<file path="src/rtl/aes_block_packer.sv">
// aes_block_packer: packs a 32-bit word stream into 128-bit AES blocks, issues each block to
// the encryptor as a pulse, tracks blocks through the pipeline with a latency-matched
// valid/last delay line, and changes the key only while no block is in flight.
// Optional feature: define AES_PACK_PAD_EN to let s_last close a short, zero-padded block.
module aes_block_packer #(
    parameter int LATENCY = 12
) (
    input  logic                         clk,
    input  logic                         rst_n,
    input  logic [31:0]                  s_data,
    input  logic                         s_valid,
    input  logic                         s_last,
    output logic                         s_ready,
    output logic [127:0]                 pt_data,
    output logic                         pt_valid,
    input  logic [127:0]                 key_in,
    input  logic                         key_load,
    output logic [127:0]                 cipher_key,
    output logic                         key_ack,
    output logic                         ct_valid,
    output logic                         ct_last,
    output logic [$clog2(LATENCY+1)-1:0] inflight
);
    localparam int IW = $clog2(LATENCY + 1);

    typedef enum logic [1:0] {FILL, DRAIN, LOAD} state_t;

    state_t         state, state_nxt;
    logic [95:0]    acc;
    logic [1:0]     wcnt;
    logic           accept, issue, blk_last, pt_last_int;
    logic [127:0]   blk;
    logic [127:0]   key_buf;
    logic           key_pend;
    logic [LATENCY-1:0] dl_valid, dl_last;

    assign accept = s_valid && s_ready;
`ifdef AES_PACK_PAD_EN
    assign blk_last = s_last;
`else
    assign blk_last = s_last & 1'b0;
`endif
    assign issue = accept && (wcnt == 2'd3 || blk_last);
    // a short block is left-aligned: older words of a previous block are shifted out the top
    assign blk = {acc, s_data} << {2'd3 - wcnt, 5'd0};
    assign ct_valid = dl_valid[LATENCY-1];
    assign ct_last = dl_last[LATENCY-1];

    // word assembly, issue pulse and held block output
    always_ff @(posedge clk or negedge rst_n) begin
        if (!rst_n) begin
            acc <= '0;
            wcnt <= '0;
            pt_data <= '0;
            pt_valid <= 1'b0;
            pt_last_int <= 1'b0;
        end else begin
            pt_valid <= issue;
            pt_last_int <= issue && blk_last;
            if (accept) begin
                acc <= {acc[63:0], s_data};
                wcnt <= issue ? 2'd0 : wcnt + 2'd1;
            end
            if (issue)
                pt_data <= blk;
        end
    end

    // latency-matched {valid, last} delay line and in-flight block count
    always_ff @(posedge clk or negedge rst_n) begin
        if (!rst_n) begin
            dl_valid <= '0;
            dl_last <= '0;
            inflight <= '0;
        end else begin
            dl_valid <= LATENCY'({dl_valid, pt_valid});
            dl_last <= LATENCY'({dl_last, pt_last_int});
            inflight <= inflight + IW'(pt_valid) - IW'(ct_valid);
        end
    end

    // pending key capture; the committed key changes on entry to LOAD, acked one cycle later
    always_ff @(posedge clk or negedge rst_n) begin
        if (!rst_n) begin
            key_pend <= 1'b0;
            key_buf <= '0;
            cipher_key <= '0;
            key_ack <= 1'b0;
        end else begin
            key_ack <= state == LOAD;
            if (key_load) begin
                key_pend <= 1'b1;
                key_buf <= key_in;
            end else if (state_nxt == LOAD) begin
                key_pend <= 1'b0;
            end
            if (state_nxt == LOAD)
                cipher_key <= key_buf;
        end
    end

    // key sequencer state register
    always_ff @(posedge clk or negedge rst_n) begin
        if (!rst_n)
            state <= FILL;
        else
            state <= state_nxt;
    end

    // leave FILL only at a block boundary; LOAD once the pipeline and issue slot are empty
    always_comb begin
        state_nxt = (state == FILL && key_pend && wcnt == 2'd0) ? DRAIN :
                    (state == DRAIN && inflight == '0 && !pt_valid) ? LOAD :
                    (state == LOAD) ? FILL : state;
    end

    // words are accepted only while filling
    always_comb begin
        s_ready = state == FILL;
    end
endmodule

</file>
<file path="config.mk">
export PLATFORM = sky130hd
export DESIGN_NAME = aes_block_packer
export DESIGN_NICKNAME = d
export VERILOG_FILES = /design/src/rtl/aes_block_packer.sv
export SDC_FILE = /design/constraint.sdc
export NUM_CORES = 1
export LEC_CHECK = 0
export ABC_AREA = 1
export ABC_CLOCK_PERIOD_IN_PS = 2100
export CELL_PAD_IN_SITES_DETAIL_PLACEMENT = 1
export CELL_PAD_IN_SITES_GLOBAL_PLACEMENT = 2
export CORE_MARGIN = 1
export CORE_UTILIZATION = 37
export DETAILED_ROUTE_END_ITERATION = 7
export DONT_BUFFER_PORTS = 1
export GPL_ROUTABILITY_DRIVEN = 1
export GPL_TIMING_DRIVEN = 0
export PLACE_DENSITY_LB_ADDON = 0.1
export SETUP_SLACK_MARGIN = 0.15
export SLEW_MARGIN = 20
export SYNTH_ARGS = -nofsm -noshare
export SYNTH_HDL_FRONTEND = slang
export SYNTH_SLANG_ARGS = --single-unit
export TNS_END_PERCENT = 5
</file>
<file path="constraint.sdc">
create_clock -name clk -period 2.1 [get_ports clk]
set_input_delay 0.315 -clock clk [delete_from_list [all_inputs] [get_ports clk]]
set_output_delay 0.315 -clock clk [all_outputs]
set_load 0.05 [all_outputs]
</file>
==> flow_metrics.env, run 1 <==
export IMPL_wl_per_cell_microns=21.3
export IMPL_root_buffer="clkbuf_16"
export IMPL_synth_area_per_cell_sq_um=8.16
export IMPL_ys_warn_count=0
export IMPL_maxCapViolations=0
export IMPL_grt_overflow=0
export IMPL_fin_crit_sh=0.931
export IMPL_chipWidth_microns=242
export IMPL_first_iter_violations=1071
export IMPL_max_stage_delay_ns=0.48
export IMPL_crit_type="flop to flop"
export IMPL_grt_max_degree=504
export IMPL_std_cell_rows=87
export IMPL_clock_sinks=503
export IMPL_crit_buf_inv=3
export IMPL_outcome="finished, violations left"
export IMPL_place_congestion=0.848
export IMPL_ant_nets=0
export IMPL_drv_slew=0
export IMPL_end_kind="flop"
export IMPL_final_hold_viol_count=503
export IMPL_clockBufferDepth=3
export IMPL_synthMuxAreaShare=0
export IMPL_drive_gt1_frac=0.0745
export IMPL_start_util=0.376
export IMPL_die_h_microns=242
export IMPL_ios=430
export IMPL_track_usage=0.267
export IMPL_grt_pass1_wl_microns=121000
export IMPL_wl_met3_microns=4910
export IMPL_dr_total_vias=18200
export IMPL_slew_headroom=0.0719
export IMPL_antenna_found_initial=9
export IMPL_drcViolationCount=0
export IMPL_first_pass_iters=5
export IMPL_p_leak_nw=13.8
export IMPL_synthXorXnorAreaFrac=0.000410
export IMPL_dr_max_layer_used="met5"
export IMPL_rsz0062_at_grt="yes"
export IMPL_htree_levels=2
export IMPL_core_area_sq_um=56700
export IMPL_routed_wirelength_microns=77500
export IMPL_hp_class="primary input to async pin"
export IMPL_synthAdderAreaFrac=0.00504
export IMPL_vdd_drop_max_mv=0.991
export IMPL_met2_length_microns=38300
export IMPL_holdWs_ns=-0.602
export IMPL_slowest_stage="nor2_4"
export IMPL_finalNetCount=3012
export IMPL_start_kind="flop"
export IMPL_syn_inst=2618
export IMPL_crit_chain="nor2_4, nand3_4, buf_6, buf_6, buf_2, nand2_1, nand2_1"
export IMPL_cp_top_family="simple AND/OR/NAND/NOR gates"
export IMPL_netlist_area_sq_um=21400
export IMPL_fmax_mhz=511
export IMPL_post_cts_buffers=0
export IMPL_holdBufCountCts=161
export IMPL_syn2layout_area_growth_pct=21.7
export IMPL_cts_tree="done"
export IMPL_rrSetupSlack_ns=0.14
export IMPL_clk_latency_ns=0.62
export IMPL_wl_met1_microns=31600
export IMPL_portBuffers=0
export IMPL_cts_buffers=58
export IMPL_ys_ff_latch=503
export IMPL_yosys_area_share_simple=0.301
export IMPL_worstMarginPinSlew_ns=1.39
export IMPL_dp_hpwl_microns=53200
export IMPL_worstPathRequired_ns=2.60
export IMPL_violations="hold timing"
export IMPL_critPathLaunch="state[1]"
export IMPL_vias_per_cell=5.00
export IMPL_clk_pin_slew_ns=0.06
export IMPL_ys_seq_area_frac=0.590
export IMPL_synth_top_family_by_area="simple AND/OR/NAND/NOR gates"
export IMPL_worst_clock_skew_ns=0.0164
export IMPL_crit_arrival_ns=2.46
export IMPL_crit_fanout=10
export IMPL_synth_distinct_cells=22
export IMPL_die_area_sq_um=58700
export IMPL_power_total_mw=44.3
export IMPL_grt_pass1_vias=19700
export IMPL_timing_rr_start="state[1]"
export IMPL_synth_compound_area_frac=0.0382
export IMPL_p_per_area_nw_per_um2=1700
export IMPL_postSynthNetCount=2791
export IMPL_period_needed_ns=1.96
export IMPL_setup_viol_count_final=0
## timing repair
action                                  CTS  global route
pin swaps                                 1             2
endpoints found under the hold margin   734           503
resized for setup                        22            48
endpoints found under the setup margin  295           341
## final timing paths
check | endpoint | depth (start not counted)
worst max-delay path | pt_data[74] | 7
worst min-delay path | pt_data[3] | 0
worst max register to register | pt_data[74] | 7
worst min register to register | dl_valid[2] | 0
max in group asynchronous | pt_data[46] | 0
min in group clk | pt_data[80] | 4
## metal layers
metal,vias to the layer above,GRT usage
met5,-,0
met4,4,0.0894
met3,146,0.0732
met2,409,0.460
met1,9129,0.322
li1,8539,-
## layout by cell type (no fill, tap or decap), drive strengths merged
master / instances
nand2: 1327
dfrtp: 503
nand3: 279
inv: 162
dlygate4sd3: 161
o21ai: 160
clkbuf: 156
buf: 95
clkinv: 14
diode: 7
ha: 7
nor2: 7
a21oi: 3
bufinv: 3
clkinvlp: 2
nand3b: 1
xor2: 1
clkdlybuf4s15: 1
fa: 1
conb: 1
## worst reg2reg max path, delay by kind of cell, from the launching register on
family        cells  cell delay [ns]
simple gates      4             0.81
buf+inv           3             0.59
flops             1             0.44
## report_power, final
part           total (mW)  internal [mW]  switching (mW)
Clock                10.2           6.05            4.19
Combinational        11.8           3.66            8.17
Sequential           22.2           12.6            9.58
Total                44.3           22.3            21.9
## layout make-up
class / count / area [sq um]
clock inverters: 20 / 184
diodes: 7 / 17.5
inverters: 161 / 604
multi-input cells: 1787 / 7390
clock buffers: 85 / 1730
plain buffers: 167 / 896
repair buffers: 161 / 1610
fillers: 6778 / 30700
flip-flops and latches: 503 / 12600
well taps: 756 / 946
## synthesized netlist by cell type
library cell,count,share of area
nand3_1,278,0.065
buf_2,65,0.015
clkbuf_1,72,0.013
buf_6,3,0.0016
a21oi_1,3,0.00070
dfrtp_1,503,0.59
inv_1,159,0.028
buf_1,9,0.0016
nand2_2,1,0.00029
o21ai_1,16,0.0038
inv_2,2,0.00035
nand3b_1,1,0.00035
buf_4,18,0.0063
nor2_4,1,0.00053
nor2_1,6,0.0011
nand2_1,1326,0.23
conb_1,1,0.00018
xor2_1,1,0.00041
nand3_2,1,0.00047
o21ai_0,144,0.034
ha_1,7,0.0041
fa_1,1,0.00094
## registers in the layout (all words and copies together) (netlist names), 2 cells and up
signal and count:
dl_valid 12, pt_data 128, wcnt 2, inflight 4, cipher_key 128, state 2, key_buf 128, acc 96
## kinds of logic (layout without fill, tap and decap cells)
logic type | after synthesis | count (layout)
AO/OA/AOI/OAI | 163 | 163
XOR/XNOR | 1 | 1
adder cells (fa/ha/maj) | 8 | 8
buffers and inverters | 328 | 594
flip-flops | 503 | 503
other | 1 | 8
AND/OR/NAND/NOR | 1614 | 1614
## through the flow
stage / setup WS [ns] / utilization / cells / area [sq um] / TNS (ns)
after floorplan: 0.195 / - / 2618 / 21400 / 0
after CTS: 0.0587 / 0.456 / 3640 / 25900 / 0
after global placement: -0.262 / 0.393 / 3374 / 22300 / -26.97
after detailed placement: -0.295 / 0.393 / 3374 / 22300 / -29.65
final: 0.144 / 0.458 / 3647 / 26000 / 0
after global routing: 0.0908 / 0.458 / 3647 / 26000 / 0
Note: power is estimated with default switching activity, not from simulation.
==> inputs of run 2 (changes only) <==
--- a/config.mk
+++ b/config.mk
@@ -9,7 +9,7 @@
 export ABC_CLOCK_PERIOD_IN_PS = 2100
 export CELL_PAD_IN_SITES_DETAIL_PLACEMENT = 1
 export CELL_PAD_IN_SITES_GLOBAL_PLACEMENT = 2
-export CORE_MARGIN = 1
+export CORE_MARGIN = 2
 export CORE_UTILIZATION = 37
 export DETAILED_ROUTE_END_ITERATION = 7
 export DONT_BUFFER_PORTS = 1
==> flow_metrics.env, run 2 (synthesis gave the netlist of run 1 again) <==
export IMPL_die_area_sq_um=59600
export IMPL_worst_clock_skew_ns=0.0168
export IMPL_ant_nets=0
export IMPL_holdWs_ns=-0.616
export IMPL_grt_overflow=0
export IMPL_grt_pass1_wl_microns=120000
export IMPL_final_common_cell="nand2_1"
export IMPL_drive_gt1_frac=0.0752
export IMPL_clockBufferDepth=3
export IMPL_dp_hpwl_microns=53500
export IMPL_antenna_found_initial=2
export IMPL_worstPathRequired_ns=2.66
export IMPL_timing_rr_start="state[1]"
export IMPL_slew_headroom=0.0997
export IMPL_cts_tree="done"
export IMPL_finalNetCount=3015
export IMPL_drcViolationCount=0
export IMPL_std_cell_rows=88
export IMPL_start_kind="flop"
export IMPL_clk_pin_slew_ns=0.06
export IMPL_crit_arrival_ns=2.57
export IMPL_start_util=0.372
export IMPL_end_kind="flop"
export IMPL_syn2layout_area_growth_pct=22.4
export IMPL_rsz0062_at_grt="yes"
export IMPL_portBuffers=0
export IMPL_setup_viol_count_final=0
export IMPL_first_iter_violations=1118
export IMPL_final_hold_viol_count=503
export IMPL_hp_class="primary input to async pin"
export IMPL_root_buffer="clkbuf_16"
export IMPL_p_leak_nw=13.8
export IMPL_vias_per_cell=4.97
export IMPL_crit_type="flop to flop"
export IMPL_drv_slew=0
export IMPL_p_per_area_nw_per_um2=1710
export IMPL_grt_pass1_vias=19700
export IMPL_htree_levels=2
export IMPL_power_frac_comb=0.270
export IMPL_die_h_microns=244
export IMPL_p_int_mw=22.5
export IMPL_first_pass_iters=5
export IMPL_core_area_sq_um=57400
export IMPL_wl_per_cell_microns=21.4
export IMPL_worstMarginPinSlew_ns=1.35
export IMPL_period_needed_ns=2.01
export IMPL_power_frac_seq=0.498
export IMPL_holdBufCountCts=160
export IMPL_vdd_drop_max_mv=0.773
export IMPL_routed_wirelength_microns=78300
export IMPL_ios=430
export IMPL_track_usage=0.262
export IMPL_power_switching_mw=22.1
export IMPL_ff2ff_path_depth=8
export IMPL_maxCapViolations=0
export IMPL_fmax_mhz=497
export IMPL_rrSetupSlack_ns=0.09
export IMPL_r2r_end="pt_data[65]"
export IMPL_utilization=0.456
export IMPL_reg_largest_list="cipher_key x128, key_buf x128, pt_data x128"
export IMPL_finalSetupTns_ns=0
export IMPL_outcome="finished, violations left"
export IMPL_chipWidth_microns=244
export IMPL_fin_crit_sh=0.957
export IMPL_clkPwrFrac=0.232
export IMPL_dr_total_vias=18200
export IMPL_clock_sinks=503
export IMPL_crit_fanout=5
export IMPL_grt_max_degree=504
export IMPL_mostFrequentLayoutCells="nand2_1, dfrtp_1, nand3_1, dlygate4sd3_1, inv_1"
export IMPL_power_share_switching=0.496
export IMPL_cts_buffers=58
export IMPL_violations="hold timing"
export IMPL_place_congestion=0.824
export IMPL_clk_latency_ns=0.63
==> run 2: cell types whose count changed in the layout (fill, tap and decap cells not counted), sizes merged, moves of 2 or more <==
cell,change
clkinvlp,-2
buf,+10
diode,-4
clkbuf,-4
clkinv,-2
==> run 2: critical path, cell delays in order (launching register included) <==
cell and delay (ns):
dfrtp_2 0.44, nor2_4 0.52, nand3_4 0.21, buf_8 0.20, inv_4 0.08, buf_12 0.14, buf_4 0.12, nand3_1 0.12
nand2_1 0.09
==> run 2: how the worst max path moves through the flow <==
stage / slack, ns / end / from
after floorplan: 0.20 / inflight[2] / inflight[0]
after global placement: -0.39 / cipher_key[81] / inflight[2]
after detailed placement: -0.46 / cipher_key[83] / inflight[2]
after CTS: 0.04 / pt_data[25] / wcnt[1]
after global routing: 0.03 / pt_data[10] / wcnt[1]
final: 0.09 / pt_data[65] / state[1]
==> run 2: metal layers <==
metal | GRT usage | routed length [microns] | share of wire | vias to the layer above
li1 | - | - | - | 8554
met4 | 0.0900 | 2600 | 0.033 | 0
met2 | 0.455 | 38900 | 0.50 | 424
met3 | 0.0660 | 5070 | 0.065 | 125
met1 | 0.317 | 31700 | 0.41 | 9051
met5 | 0 | 0 | 0 | -
==> run 2: metrics by stage <==
stage          std cells  worst slack, ns  total power, mW  hold slack [ns]  cell area (sq um)
2_1_floorplan       2618            0.195             28.9           0.0194              21400
3_3_place_gp        3383           -0.389             33.6           0.0297              22300
3_5_place_dp        3383           -0.465             34.0           0.0322              22300
4_1_cts             3647           0.0440             44.8           -0.640              25900
5_1_grt             3652           0.0337             47.3           -0.633              26100
6_report            3654           0.0898             44.7           -0.616              26100
==> run 2: timing repair <==
| item | 4_1_cts | 5_1_grt |
|---|---|---|
| gates cloned | 0 | 2 |
| endpoints found under the hold margin | 748 | 503 |
| setup buffers | 0 | 3 |
| pin swaps | 2 | 3 |
| endpoints found under the setup margin | 290 | 344 |
| gates resized for setup | 22 | 93 |
==> run 2: final cells by class <==
type	count	area, sq um
Antenna cell	3	7.51
Buffer	166	967
Clock buffer	86	1720
Clock inverter	18	209
Fill cell	6838	31200
Inverter	161	607
Multi-Input combinational cell	1787	7390
Sequential cell	503	12600
Tap cell	765	957
Timing Repair Buffer	165	1670
==> run 2: power groups by stage <==
stage	clock network (mW)	registers (mW)	logic (mW)
after global routing	11.0	22.6	13.7
final	10.4	22.2	12.1
after floorplan	0	21.2	7.74
after detailed placement	0	22.4	11.5
after CTS	10.6	22.3	11.9
after global placement	0	22.4	11.2
==> inputs of run 3 (changes only) <==
--- a/config.mk
+++ b/config.mk
@@ -11,6 +11,7 @@
 export CELL_PAD_IN_SITES_GLOBAL_PLACEMENT = 2
 export CORE_MARGIN = 2
 export CORE_UTILIZATION = 37
+export CTS_CLUSTER_SIZE = 16
 export DETAILED_ROUTE_END_ITERATION = 7
 export DONT_BUFFER_PORTS = 1
 export GPL_ROUTABILITY_DRIVEN = 1
==> results of run 3 <==
The final DEF is identical to that of run 2; final timing and power are the same.
